**src/rtl/onehot_dec_pkg.sv**
```systemverilog
// ---------------------------------------------------------------------------
// Package: onehot_dec_pkg
// Purpose: Shared types and helpers for the one-hot scan decoder.
//   - mode_e  : DIRECT (load through handshake) or SCAN (round-robin walk)
//   - state_e : controller states, ST_BLANK only reached when the build
//               defines ONEHOT_SCAN_BLANKING_EN
//   - onehot(): index to one-hot vector at the widest supported size; the
//               caller narrows the result to its own output width
// ---------------------------------------------------------------------------
package onehot_dec_pkg;

  localparam int MAX_SEL_W = 8;
  localparam int MAX_OUT_W = 1 << MAX_SEL_W;

  typedef enum logic {
    MODE_DIRECT = 1'b0,
    MODE_SCAN   = 1'b1
  } mode_e;

  typedef enum logic [1:0] {
    ST_IDLE,
    ST_DIRECT,
    ST_SCAN,
    ST_BLANK
  } state_e;

  // Widest-case decode so one function serves every SEL_W up to MAX_SEL_W.
  function automatic logic [MAX_OUT_W-1:0] onehot(input logic [MAX_SEL_W-1:0] idx);
    logic [MAX_OUT_W-1:0] v;
    v      = '0;
    v[idx] = 1'b1;
    return v;
  endfunction

endpackage

```
**src/rtl/onehot_scan_decoder_dwell_timer.sv**
```systemverilog
// ---------------------------------------------------------------------------
// Module: dwell_timer
// Purpose: Counts 0..DWELL-1 while enabled and flags the terminal count, so
//          the decoder knows when the current scan index has been shown long
//          enough.
// Ports:
//   i_clk     in  clock, rising edge
//   i_rst_n   in  asynchronous active-low reset
//   i_clear   in  synchronous clear to zero (wins over enable)
//   i_enable  in  advance the count this cycle
//   o_tc      out high in the enabled cycle whose count is DWELL-1
// ---------------------------------------------------------------------------
module dwell_timer #(
  parameter int DWELL = 4
) (
  input  logic i_clk,
  input  logic i_rst_n,
  input  logic i_clear,
  input  logic i_enable,
  output logic o_tc
);

  localparam int CNT_W = (DWELL > 1) ? $clog2(DWELL) : 1;
  localparam logic [CNT_W-1:0] TC_VAL = CNT_W'(DWELL - 1);

  logic [CNT_W-1:0] r_count;

  assign o_tc = i_enable && (r_count == TC_VAL);

  // Terminal count folds back to zero so DWELL need not be a power of two.
  always_ff @(posedge i_clk or negedge i_rst_n) begin
    if (!i_rst_n) begin
      r_count <= '0;
    end else if (i_clear) begin
      r_count <= '0;
    end else if (i_enable) begin
      r_count <= o_tc ? '0 : r_count + 1'b1;
    end
  end

endmodule

```
**src/rtl/onehot_scan_decoder.sv**
```systemverilog
// ---------------------------------------------------------------------------
// Module: onehot_scan_decoder
// Purpose: Registered SEL_W-to-2^SEL_W one-hot decoder for display row/digit
//          enables and time-sliced peripheral selects.
//   DIRECT mode loads an index through a valid/ready handshake (latency 1).
//   SCAN mode walks the active bit 0..LAST, holding each index DWELL cycles
//   and pulsing o_wrap when the walk returns to 0.
// Ports:
//   i_clk        in   clock, rising edge
//   i_rst_n      in   asynchronous active-low reset
//   i_en         in   global enable, 0 forces o_y to zero next cycle
//   i_mode       in   0 = DIRECT, 1 = SCAN
//   i_sel_valid  in   direct-mode index valid
//   i_sel        in   direct-mode index
//   o_sel_ready  out  index accepted this cycle when valid
//   o_y          out  one-hot output or all-zero
//   o_idx        out  index currently (or last) selected
//   o_wrap       out  one-cycle pulse when the scan wraps LAST -> 0
// Build option:
//   ONEHOT_SCAN_BLANKING_EN adds break-before-make blanking: a direct index
//   change shows one all-zero cycle first, and in scan mode the first cycle
//   of every dwell interval is all-zero.
// ---------------------------------------------------------------------------
module onehot_scan_decoder
  import onehot_dec_pkg::*;
#(
  parameter int SEL_W = 3,
  parameter int DWELL = 4,
  parameter int LAST  = (1 << SEL_W) - 1
) (
  input  logic             i_clk,
  input  logic             i_rst_n,
  input  logic             i_en,
  input  logic             i_mode,
  input  logic             i_sel_valid,
  input  logic [SEL_W-1:0] i_sel,
  output logic             o_sel_ready,
  output logic [(1<<SEL_W)-1:0] o_y,
  output logic [SEL_W-1:0] o_idx,
  output logic             o_wrap
);

  localparam int OUT_W = 1 << SEL_W;

`ifdef ONEHOT_SCAN_BLANKING_EN
  localparam bit BLANKING = 1'b1;
`else
  localparam bit BLANKING = 1'b0;
`endif

  function automatic logic [OUT_W-1:0] decode(input logic [SEL_W-1:0] i);
    return OUT_W'(onehot(MAX_SEL_W'(i)));
  endfunction

  state_e           r_state;
  logic [OUT_W-1:0] r_y;
  logic [SEL_W-1:0] r_idx;
  logic             r_wrap;

  mode_e            w_mode;
  logic             w_scanRun;
  logic             w_tc;
  logic             w_atLast;
  logic [SEL_W-1:0] w_entryIdx;
  logic [SEL_W-1:0] w_stepIdx;

  assign w_mode    = mode_e'(i_mode);

  // The dwell timer only runs while scanning continues; any exit clears it,
  // so every scan entry starts a fresh, full dwell interval.
  assign w_scanRun = (r_state == ST_SCAN) && i_en && (w_mode == MODE_SCAN);

  // Index arithmetic wraps at LAST, not at the natural SEL_W rollover.
  assign w_atLast   = (int'(r_idx) >= LAST);
  assign w_entryIdx = (int'(r_idx) <= LAST) ? r_idx : '0;
  assign w_stepIdx  = w_atLast ? '0 : r_idx + 1'b1;

  // Ready is withheld whenever the transfer would be thrown away (disable,
  // pending mode switch, blank cycle, or the IDLE->DIRECT cycle).
  assign o_sel_ready = (r_state == ST_DIRECT) && i_en && (w_mode == MODE_DIRECT);

  dwell_timer #(
    .DWELL(DWELL)
  ) u_dwell (
    .i_clk   (i_clk),
    .i_rst_n (i_rst_n),
    .i_clear (!w_scanRun),
    .i_enable(w_scanRun),
    .o_tc    (w_tc)
  );

  // Controller: en has top priority, then the requested mode; within DIRECT
  // the state decides between finishing a blank and taking a new index.
  always_ff @(posedge i_clk or negedge i_rst_n) begin
    if (!i_rst_n) begin
      r_state <= ST_IDLE;
      r_y     <= '0;
      r_idx   <= '0;
      r_wrap  <= 1'b0;
    end else begin
      r_wrap <= 1'b0;
      if (!i_en) begin
        r_state <= ST_IDLE;
        r_y     <= '0;
      end else if (w_mode == MODE_SCAN) begin
        if (r_state != ST_SCAN) begin
          r_state <= ST_SCAN;
          r_idx   <= w_entryIdx;
          r_y     <= BLANKING ? '0 : decode(w_entryIdx);
        end else if (w_tc) begin
          r_idx  <= w_stepIdx;
          r_wrap <= w_atLast;
          r_y    <= BLANKING ? '0 : decode(w_stepIdx);
        end else begin
          r_y <= decode(r_idx);
        end
      end else begin
        case (r_state)
          ST_IDLE, ST_SCAN: begin
            r_state <= ST_DIRECT;
          end
          ST_BLANK: begin
            r_state <= ST_DIRECT;
            r_y     <= decode(r_idx);
          end
          default: begin
            if (i_sel_valid) begin
              r_idx <= i_sel;
              if (BLANKING && (i_sel != r_idx)) begin
                r_state <= ST_BLANK;
                r_y     <= '0;
              end else begin
                r_y <= decode(i_sel);
              end
            end
          end
        endcase
      end
    end
  end

  assign o_y    = r_y;
  assign o_idx  = r_idx;
  assign o_wrap = r_wrap;

endmodule

```
**config.mk**
```make
export PLATFORM = sky130hd
export DESIGN_NAME = onehot_scan_decoder
export DESIGN_NICKNAME = d
export VERILOG_FILES = /design/src/rtl/onehot_dec_pkg.sv /design/src/rtl/onehot_scan_decoder_dwell_timer.sv /design/src/rtl/onehot_scan_decoder.sv
export SDC_FILE = /design/constraint.sdc
export NUM_CORES = 1
export LEC_CHECK = 0
export CAP_MARGIN = 40
export CORE_MARGIN = 5
export CORE_UTILIZATION = 30
export DETAILED_ROUTE_END_ITERATION = 8
export SLEW_MARGIN = 30
export SYNTH_ARGS = -nofsm -noshare
export SYNTH_HDL_FRONTEND = slang
export SYNTH_SLANG_ARGS = --single-unit
```
**constraint.sdc**
```tcl
create_clock -name i_clk -period 1.95 [get_ports i_clk]
set_input_delay 0.4875 -clock i_clk [delete_from_list [all_inputs] [get_ports i_clk]]
set_output_delay 0.4875 -clock i_clk [all_outputs]
set_load 0.005 [all_outputs]
```
==> results.sh, run 1 <==
export IMPL_rows=22
export IMPL_synth_top_cell_area_share_pct=34.48
export IMPL_clkTransAtPathRegs_ps=70
export IMPL_antenna_found_initial=0
export IMPL_synth_fp_nets=136
export IMPL_utilization_pct=41.92
export IMPL_finalSetupTns_ps=0
export IMPL_drt_initial_drc_count=66
export IMPL_worstMarginPinSlew_ps=388.2
export IMPL_grt_use_total_pct=13.19
export IMPL_r2r_start="o_idx[0]"
export IMPL_r2r_cells=6
export IMPL_hold_path_class="flip-flop to flip-flop"
export IMPL_arrival_ps=1410
export IMPL_ys_top_cells_by_count="16 x dfrtp_1, 9 x nand2_1, 9 x o21ai_0, 6 x nand3_1, 6 x nor3b_1"
export IMPL_drv_cap=0
export IMPL_whs_endpoint="u_dwell.r_count[0]"
export IMPL_reg2reg_slack_ps=90
export IMPL_synthDistinctLibCells=43
export IMPL_netlist_area_um2=1161
export IMPL_tritoncts="yes"
export IMPL_hold_depth=1
export IMPL_port_buffers=20
export IMPL_fin_skew_ps=2.472
export IMPL_yosysSeqAreaShare_pct=34.48
export IMPL_critPathRequiredTime_ps=1460
export IMPL_endpoint_kind="primary output"
export IMPL_io_pins=21
export IMPL_maxSlewHeadroom_pct=74.01
export IMPL_wire_per_inst_um=15.86
export IMPL_power_internal_w=0.0008599
export IMPL_die_h_um=72.21
export IMPL_synthTopCellsByArea="dfrtp_1 34%, mux2i_1 4.3%, o21ai_0 3.9%"
export IMPL_rr_endpoint="o_y[4]"
export IMPL_area_growth_pct=34.16
export IMPL_nFillCells=377
export IMPL_fin_ws_ps=51.26
export IMPL_crit_type="primary input to primary output"
export IMPL_synth_area_leader_cell="dfrtp_1"
export IMPL_p_clk_share_pct=23.1
export IMPL_h_tree_depth=1
export IMPL_syn_area_per_cell_um2=9.289
export IMPL_p_comb_share_pct=47.6
export IMPL_place_ws_ps=-444.8
export IMPL_synth_edff_count=0
export IMPL_cts_root_buf="clkbuf_8"
export IMPL_die_w_um=72.21
export IMPL_synth_most_common_cell="dfrtp_1"
export IMPL_drt_wl_total_mm=3.299
export IMPL_ys_ff_latch=16
export IMPL_antenna_left=0
export IMPL_grt_pass1_wl_mm=5.471
export IMPL_powerDensity_nw_per_um2=862.0
export IMPL_clk_path_buf_depth=2
export IMPL_cts_sinks=16
export IMPL_setup_violations=0
export IMPL_post_cts_buffers=0
export IMPL_viasPerCell=5.519
export IMPL_nets=172
export IMPL_postCtsHoldBufs=0
export IMPL_grt_pass1_vias=1154
export IMPL_synthArstFlopShare_pct=100.0
export IMPL_rsz0062_at_grt="false"
export IMPL_synthFlopType="dfrtp_1"
export IMPL_first_pass_iters=4
export IMPL_fmax_mhz=526.7
export IMPL_p_sw_w=0.0004829
export IMPL_grt_ovfl_total=0
export IMPL_syn_inst=125
export IMPL_swShare_pct=35.96
export IMPL_cp_start_kind="primary input"
export IMPL_fin_crit_sh_pct=97.37
export IMPL_p_total_w=0.001343
export IMPL_timing_final_crit_period_ps=1899
export IMPL_stdcell_count=208
export IMPL_min_delay_start="u_dwell.r_count[0]"
export IMPL_clk_latency_ps=260
export IMPL_core_area_um2=3716
export IMPL_placedCellCount=204
export IMPL_crit_fanout=2
export IMPL_slew_viol_final=0
export IMPL_diodes=0
export IMPL_dieArea_um2=5214
export IMPL_drive_gt1_share_pct=24.38
export IMPL_p_seq_share_pct=29.2
export IMPL_grt_max_degree=19
export IMPL_start_util_pct=31.25
export IMPL_cts_made_buffers=3
export IMPL_dp_hpwl_mm=2.477
export IMPL_drcViolationCount=0
export IMPL_p_leak_nw=0.6627
export IMPL_num_vias=1148
export IMPL_gp_congestion=0.9533
export IMPL_yosys_warnings=0
export IMPL_finalHoldViolations=0
export IMPL_irDropWorstVdd_v=0.0003354
export IMPL_status="finished clean"
[critical path: stages]
cell and delay (ps):
clkdlybuf4s50_1 420, and2b_2 210, and3b_1 190, clkbuf_2 110
[sequential cells by signal, summed over array words and instances (netlist names)]
name             cells
u_dwell.r_count      2
o_y                  8
o_wrap               1
o_idx                3
r_state              2
[metal layers]
layer	up-vias	share of wire, %	wire (um)	global-route usage (%)
li1	542	-	-	-
met5	-	0	0	0
met1	544	45	1481	18.11
met2	57	45	1500	20.73
met3	5	8.0	265	2.078
met4	0	1.5	51	5.010
[metrics by stage]
step                      hold WS, ps  cell area [um2]
final                           432.2             1558
after global routing            447.9             1558
after CTS                       437.2             1549
after detailed placement        427.7             1493
after global placement          423.0             1493
after floorplan                 191.9             1161
[final cells by class]
cell class	count	area (um2)	share of cell area [%]
well taps	48	60.06	3.855
flip-flops and latches	16	400.4	25.70
repair buffers	40	344.1	22.09
multi-input cells	96	683.2	43.86
inverters	4	15.01	0.9639
clock buffers	4	55.05	3.534
[worst max path at each step]
stage | start | end | cells after the start
finish | i_en | o_sel_ready | 4
CTS | i_en | o_sel_ready | 4
detailed placement | i_mode | o_sel_ready | 4
floorplan | o_idx[0] | o_y[4] | 6
global route | o_idx[0] | o_y[4] | 6
global placement | i_mode | o_sel_ready | 4
[what timing repair did]
action                                  4_1_cts  5_1_grt
pin swaps                                     1        1
resized for setup                             4        5
endpoints found under the setup margin        4        5
[logic make-up after synthesis]
family | synth area share [%]
flip-flops | 34.48
buffers and inverters | 8.081
multiplexers | 7.220
adder cells (fa/ha/maj) | 3.233
AND/OR/NAND/NOR | 27.16
AO/OA/AOI/OAI | 19.83
[power by group through the flow]
stage | clock [W] | sequential (W) | combinational (W)
6_report | 0.000310 | 0.000393 | 0.000640
4_1_cts | 0.000319 | 0.000394 | 0.000623
3_5_place_dp | 0 | 0.000400 | 0.000610
3_3_place_gp | 0 | 0.000399 | 0.000606
5_1_grt | 0.000331 | 0.000397 | 0.000707
2_1_floorplan | 0 | 0.000419 | 0.000347
[cell usage in the layout, fill, tap and decap left out, types with 2 or more instances in the layout]
| master | instances |
|---|---|
| buf_4 | 20 |
| a31oi_1 | 2 |
| dfrtp_1 | 16 |
| ha_1 | 3 |
| nor3b_1 | 4 |
| nand2b_1 | 2 |
| nor2_1 | 4 |
| a22oi_1 | 3 |
| nor3b_2 | 2 |
| mux2i_1 | 5 |
| and3b_1 | 2 |
| o211ai_1 | 2 |
| nor4_1 | 5 |
| a21oi_1 | 4 |
| and2_2 | 2 |
| and2_1 | 3 |
| nand2_1 | 9 |
| inv_1 | 4 |
| clkbuf_8 | 4 |
| o221ai_1 | 3 |
| o21ai_0 | 9 |
| clkdlybuf4s50_1 | 18 |
| mux2_2 | 3 |
| nor3_1 | 3 |
| nand3_1 | 6 |
| nor2b_1 | 2 |
(Power assumes the default switching activity.)
==> inputs of run 2 (changes only) <==
GPL_TIMING_DRIVEN = 0   (was unset)
MAX_ROUTING_LAYER = met4   (was unset)
==> run 2 against run 1 <==
- sequential cell count stayed put
- count of clock-buffer cells in the layout stayed put
- final cell count is 4.3% lower
- utilization is 0.88 points lower
- first-iteration DRC count is 47% lower
- critical path type unchanged
==> results.sh, run 2 (synthesis results as in run 1) <==
export IMPL_clkTransAtPathRegs_ps=70
export IMPL_start_util_pct=31.25
export IMPL_routed_wl_met3_um=174
export IMPL_wire_per_inst_um=16.21
export IMPL_largest_reg_flops=8
export IMPL_holdWs_ps=440.2
export IMPL_nets=163
export IMPL_dp_hpwl_mm=2.463
export IMPL_reg2reg_slack_ps=90
export IMPL_hold_depth=1
export IMPL_path_cells="clkdlybuf4s15_1 > and2b_2 > and3b_2 > dlygate4sd2_1"
export IMPL_placedCellCount=191
export IMPL_endpoint_kind="primary output"
export IMPL_antenna_found_initial=0
export IMPL_rsz0062_at_grt="false"
export IMPL_drt_initial_drc_count=35
export IMPL_cts_root_buf="clkbuf_8"
export IMPL_fin_skew_ps=7.209
export IMPL_grt_pass1_wl_mm=5.499
export IMPL_fmax_mhz=527.3
export IMPL_worstMarginPinSlew_ps=400.3
export IMPL_gp_congestion=0.9383
export IMPL_arrival_ps=1410
export IMPL_crit_path_max_incr_delay_ps=270
export IMPL_cp_start_kind="primary input"
export IMPL_powerDensity_nw_per_um2=873.7
export IMPL_diodes=0
export IMPL_layout_commonest_cell="clkdlybuf4s50_1"
export IMPL_highest_layer="met4"
export IMPL_cp_slowest_cell="dlygate4sd2_1"
export IMPL_io_pins=21
export IMPL_cts_sinks=16
export IMPL_cts_made_buffers=3
export IMPL_area_growth_pct=31.36
export IMPL_grt_ovfl_total=0
export IMPL_drive_gt1_share_pct=20.53
export IMPL_wl_met1_mm=1.517
export IMPL_critPathRequiredTime_ps=1460
export IMPL_slew_viol_final=0
export IMPL_die_h_um=72.21
export IMPL_place_ws_ps=-501.3
export IMPL_whs_endpoint="u_dwell.r_count[0]"
export IMPL_maxSlewHeadroom_pct=73.26
export IMPL_drv_cap=0
export IMPL_timing_final_crit_period_ps=1897
export IMPL_die_w_um=72.21
export IMPL_postLayoutCellArea_um2=1525
export IMPL_fin_crit_sh_pct=97.26
export IMPL_core_area_um2=3716
export IMPL_h_tree_depth=1
export IMPL_clk_path_buf_depth=2
export IMPL_min_delay_start="u_dwell.r_count[0]"
export IMPL_irDropWorstVdd_v=0.0006095
export IMPL_crit_fanout=4
export IMPL_hold_path_class="flip-flop to flip-flop"
export IMPL_dieArea_um2=5214
export IMPL_utilization_pct=41.04
export IMPL_p_leak_nw=0.6164
export IMPL_fin_ws_ps=53.50
export IMPL_path_depth=4
export IMPL_first_pass_iters=4
export IMPL_drt_wl_total_mm=3.225
export IMPL_finalHoldViolations=0
export IMPL_setup_violations=0
export IMPL_final_cell_mix="16 x clkdlybuf4s50_1, 15 x dfrtp_1, 9 x nand2_1"
export IMPL_antenna_left=0
export IMPL_placedInstanceArea_um2=1401
export IMPL_met2WireLength_mm=1.502
export IMPL_rr_endpoint="o_y[4]"
export IMPL_r2r_start="o_idx[0]"
export IMPL_status="finished clean"
export IMPL_grt_pass1_vias=1101
export IMPL_stdcell_count=199
export IMPL_critical_path_top_delay_family="buffers and inverters"
export IMPL_num_vias=1094
export IMPL_viasPerCell=5.497
export IMPL_crit_type="primary input to primary output"
export IMPL_drcViolationCount=0
export IMPL_port_buffers=18
export IMPL_cp_num_buf_inv=2
export IMPL_r2r_cells=6
export IMPL_rows=22
export IMPL_clk_latency_ps=250
export IMPL_grt_max_degree=17
export IMPL_grt_use_total_pct=13.82
export IMPL_tritoncts="yes"
==> run 2: layer usage <==
metal | vias up | global-route usage (%)
met1 | 533 | 18.65
met4 | 0 | 3.549
met3 | 4 | 2.493
li1 | 523 | -
met2 | 34 | 21.33
met5 | - | -
==> run 2: timing repair <==
item	in CTS	in global routing
pin swaps	1	0
hold buffers	0	0
endpoints found under the setup margin	7	8
endpoints found under the hold margin	0	0
setup buffers	3	1
resized for setup	7	4
==> run 2: through the flow <==
step | power [W] | TNS, ps
floorplan | 0.0007661 | 0
global placement | 0.0009579 | -2701
detailed placement | 0.0009604 | -2871
CTS | 0.001330 | 0
global route | 0.001420 | 0
finish | 0.001333 | 0
==> run 2: cell type report <==
type / instances / area (um2)
fillers: 389 / 2191
repair buffers: 23 / 220.2
inverters: 4 / 15.01
multi-input cells: 96 / 698.2
well taps: 48 / 60.06
plain buffers: 8 / 75.07
clock buffers: 4 / 55.05
flip-flops and latches: 16 / 401.6
==> run 2: worst max-delay path by stage <==
stage,startpoint,to,slack [ps]
2_1_floorplan,o_idx[0],o_y[4],10
3_3_place_gp,i_en,o_sel_ready,-480
3_5_place_dp,i_en,o_sel_ready,-500
4_1_cts,i_en,o_sel_ready,2
5_1_grt,o_idx[0],o_y[4],8
6_report,i_en,o_sel_ready,50
==> run 2: report_power, final <==
part	internal (W)	switching, W
combinational	0.000312	0.000313
clock	0.000179	0.000123
sequential	0.000372	0.0000337
total	0.000862	0.000470
==> inputs of run 3 (changes only) <==
MAX_ROUTING_LAYER = unset   (was met4)
TNS_END_PERCENT = 50   (was unset)
==> run 3 against run 2 <==
- combinational power about the same
- critical path depth grew 2
- sequential cell count stayed put
- setup slack improved by 22 ps
- maximum frequency increased by 1.1%
- die area unchanged
- largest power group unchanged
==> results.sh, run 3 (synthesis results as in run 1) <==
export IMPL_clkTransAtPathRegs_ps=70
export IMPL_p_sw_w=0.0004693
export IMPL_endpoint_kind="flip-flop"
export IMPL_drv_cap=0
export IMPL_port_buffers=18
export IMPL_crit_fanout=6
export IMPL_grt_pass1_wl_mm=5.471
export IMPL_layout_commonest_cell="clkdlybuf4s50_1"
export IMPL_crit_type="flip-flop to flip-flop"
export IMPL_antenna_found_initial=0
export IMPL_final_cell_mix="16 x clkdlybuf4s50_1, 15 x dfrtp_1, 9 x nand2_1, 9 x o21ai_0, 6 x nand3_1"
export IMPL_worstMarginPinSlew_ps=420.9
export IMPL_viasPerCell=5.500
export IMPL_rsz0062_at_grt="true"
export IMPL_first_pass_iters=4
export IMPL_antenna_left=0
export IMPL_die_w_um=72.21
export IMPL_num_vias=1089
export IMPL_largest_reg_flops=8
export IMPL_finalSetupTns_ps=0
export IMPL_swShare_pct=35.37
export IMPL_dieArea_um2=5214
export IMPL_dp_hpwl_mm=2.338
export IMPL_hold_path_class="flip-flop to flip-flop"
export IMPL_core_area_um2=3716
export IMPL_power_internal_w=0.0008576
export IMPL_cp_start_kind="flip-flop"
export IMPL_arrival_ps=2020
export IMPL_fin_crit_sh_pct=96.15
export IMPL_p_comb_share_pct=47.0
export IMPL_fmax_mhz=533.4
export IMPL_utilization_pct=40.67
export IMPL_io_pins=21
export IMPL_cts_root_buf="clkbuf_8"
export IMPL_diodes=0
export IMPL_grt_use_total_pct=13.20
export IMPL_gp_congestion=0.9664
export IMPL_clk_path_buf_depth=2
export IMPL_irDropWorstVdd_v=0.0006441
export IMPL_finalHoldViolations=0
export IMPL_powerDensity_nw_per_um2=877.9
export IMPL_p_leak_nw=0.6086
export IMPL_h_tree_depth=1
export IMPL_timing_final_crit_period_ps=1875
export IMPL_grt_pass1_vias=1114
export IMPL_grt_ovfl_total=0
export IMPL_status="finished clean"
export IMPL_die_h_um=72.21
export IMPL_drcViolationCount=0
export IMPL_rows=22
export IMPL_setup_violations=0
export IMPL_fin_skew_ps=2.029
export IMPL_maxSlewHeadroom_pct=71.85
export IMPL_drt_wl_total_mm=3.130
export IMPL_clk_latency_ps=250
export IMPL_p_clk_share_pct=22.5
export IMPL_drt_initial_drc_count=73
export IMPL_cts_made_buffers=3
export IMPL_start_util_pct=31.25
export IMPL_grt_max_degree=17
export IMPL_drive_gt1_share_pct=20.00
export IMPL_slew_viol_final=0
export IMPL_area_growth_pct=30.17
export IMPL_critPathRequiredTime_ps=2090
export IMPL_p_seq_share_pct=30.5
export IMPL_tritoncts="yes"
export IMPL_nets=162
export IMPL_cts_sinks=16
export IMPL_wire_per_inst_um=15.81
## run 3: cell types whose count changed in the layout (fill, tap and decap cells not counted), sizes merged
cell  delta
buf      -1
## run 3: layout make-up
cell class / count / area, um2
Multi-Input combinational cell: 96 / 691.9
Timing Repair Buffer: 22 / 212.7
Clock buffer: 4 / 55.05
Buffer: 8 / 75.07
Fill cell: 378 / 2205
Inverter: 4 / 15.01
Sequential cell: 16 / 401.6
Tap cell: 48 / 60.06
## run 3: critical path, stage by stage, from the launching register on
cell and delay [ps]:
dfrtp_2 400, ha_1 230, ha_4 300, or3b_4 400, nor2_2 100, mux2i_1 80, o311ai_1 250
## run 3: power groups by stage
stage	clock (W)	combinational (W)	sequential, W
2_1_floorplan	0	0.000347	0.000419
3_5_place_dp	0	0.000532	0.000425
4_1_cts	0.000311	0.000614	0.000402
3_3_place_gp	0	0.000527	0.000427
5_1_grt	0.000326	0.000687	0.000410
6_report	0.000299	0.000624	0.000404
## run 3: final timing paths
check                      slack [ps]               start                 end  cells past startpoint
min                               440  u_dwell.r_count[0]  u_dwell.r_count[0]                      1
max                                80            o_idx[0]              o_y[4]                      6
min reg2reg                       440  u_dwell.r_count[0]  u_dwell.r_count[0]                      1
min in group asynchronous         540             i_rst_n              o_y[7]                      1
max reg2reg                        80            o_idx[0]              o_y[4]                      6
max in group asynchronous        1010             i_rst_n              o_wrap                      2
## run 3: per-layer routing
layer | track usage, % | vias up | wire (um)
li1 | - | 515 | -
met1 | 17.77 | 525 | 1438
met2 | 20.73 | 43 | 1406
met3 | 3.740 | 6 | 236
met4 | 3.340 | 0 | 48
met5 | 0 | - | 0
## run 3: metrics by stage
step / area [um2] / hold WS (ps) / total power (W) / std cells / worst slack [ps]
2_1_floorplan: 1161 / 191.9 / 0.0007661 / 125 / 14.36
3_3_place_gp: 1401 / 424.5 / 0.0009537 / 191 / -475.1
3_5_place_dp: 1401 / 436.1 / 0.0009573 / 191 / -494.1
4_1_cts: 1496 / 445.3 / 0.001328 / 198 / 12.03
5_1_grt: 1511 / 473.6 / 0.001423 / 198 / -14.15
6_report: 1511 / 439.5 / 0.001327 / 198 / 75.06
## run 3: what timing repair did
item / 4_1_cts / 5_1_grt
resized for setup: 7 / 3
pin swaps: 1 / 1
setup endpoints to repair: 6 / 8
gates cloned: 0 / 0
hold buffers: 0 / 0
setup buffers: 3 / 0
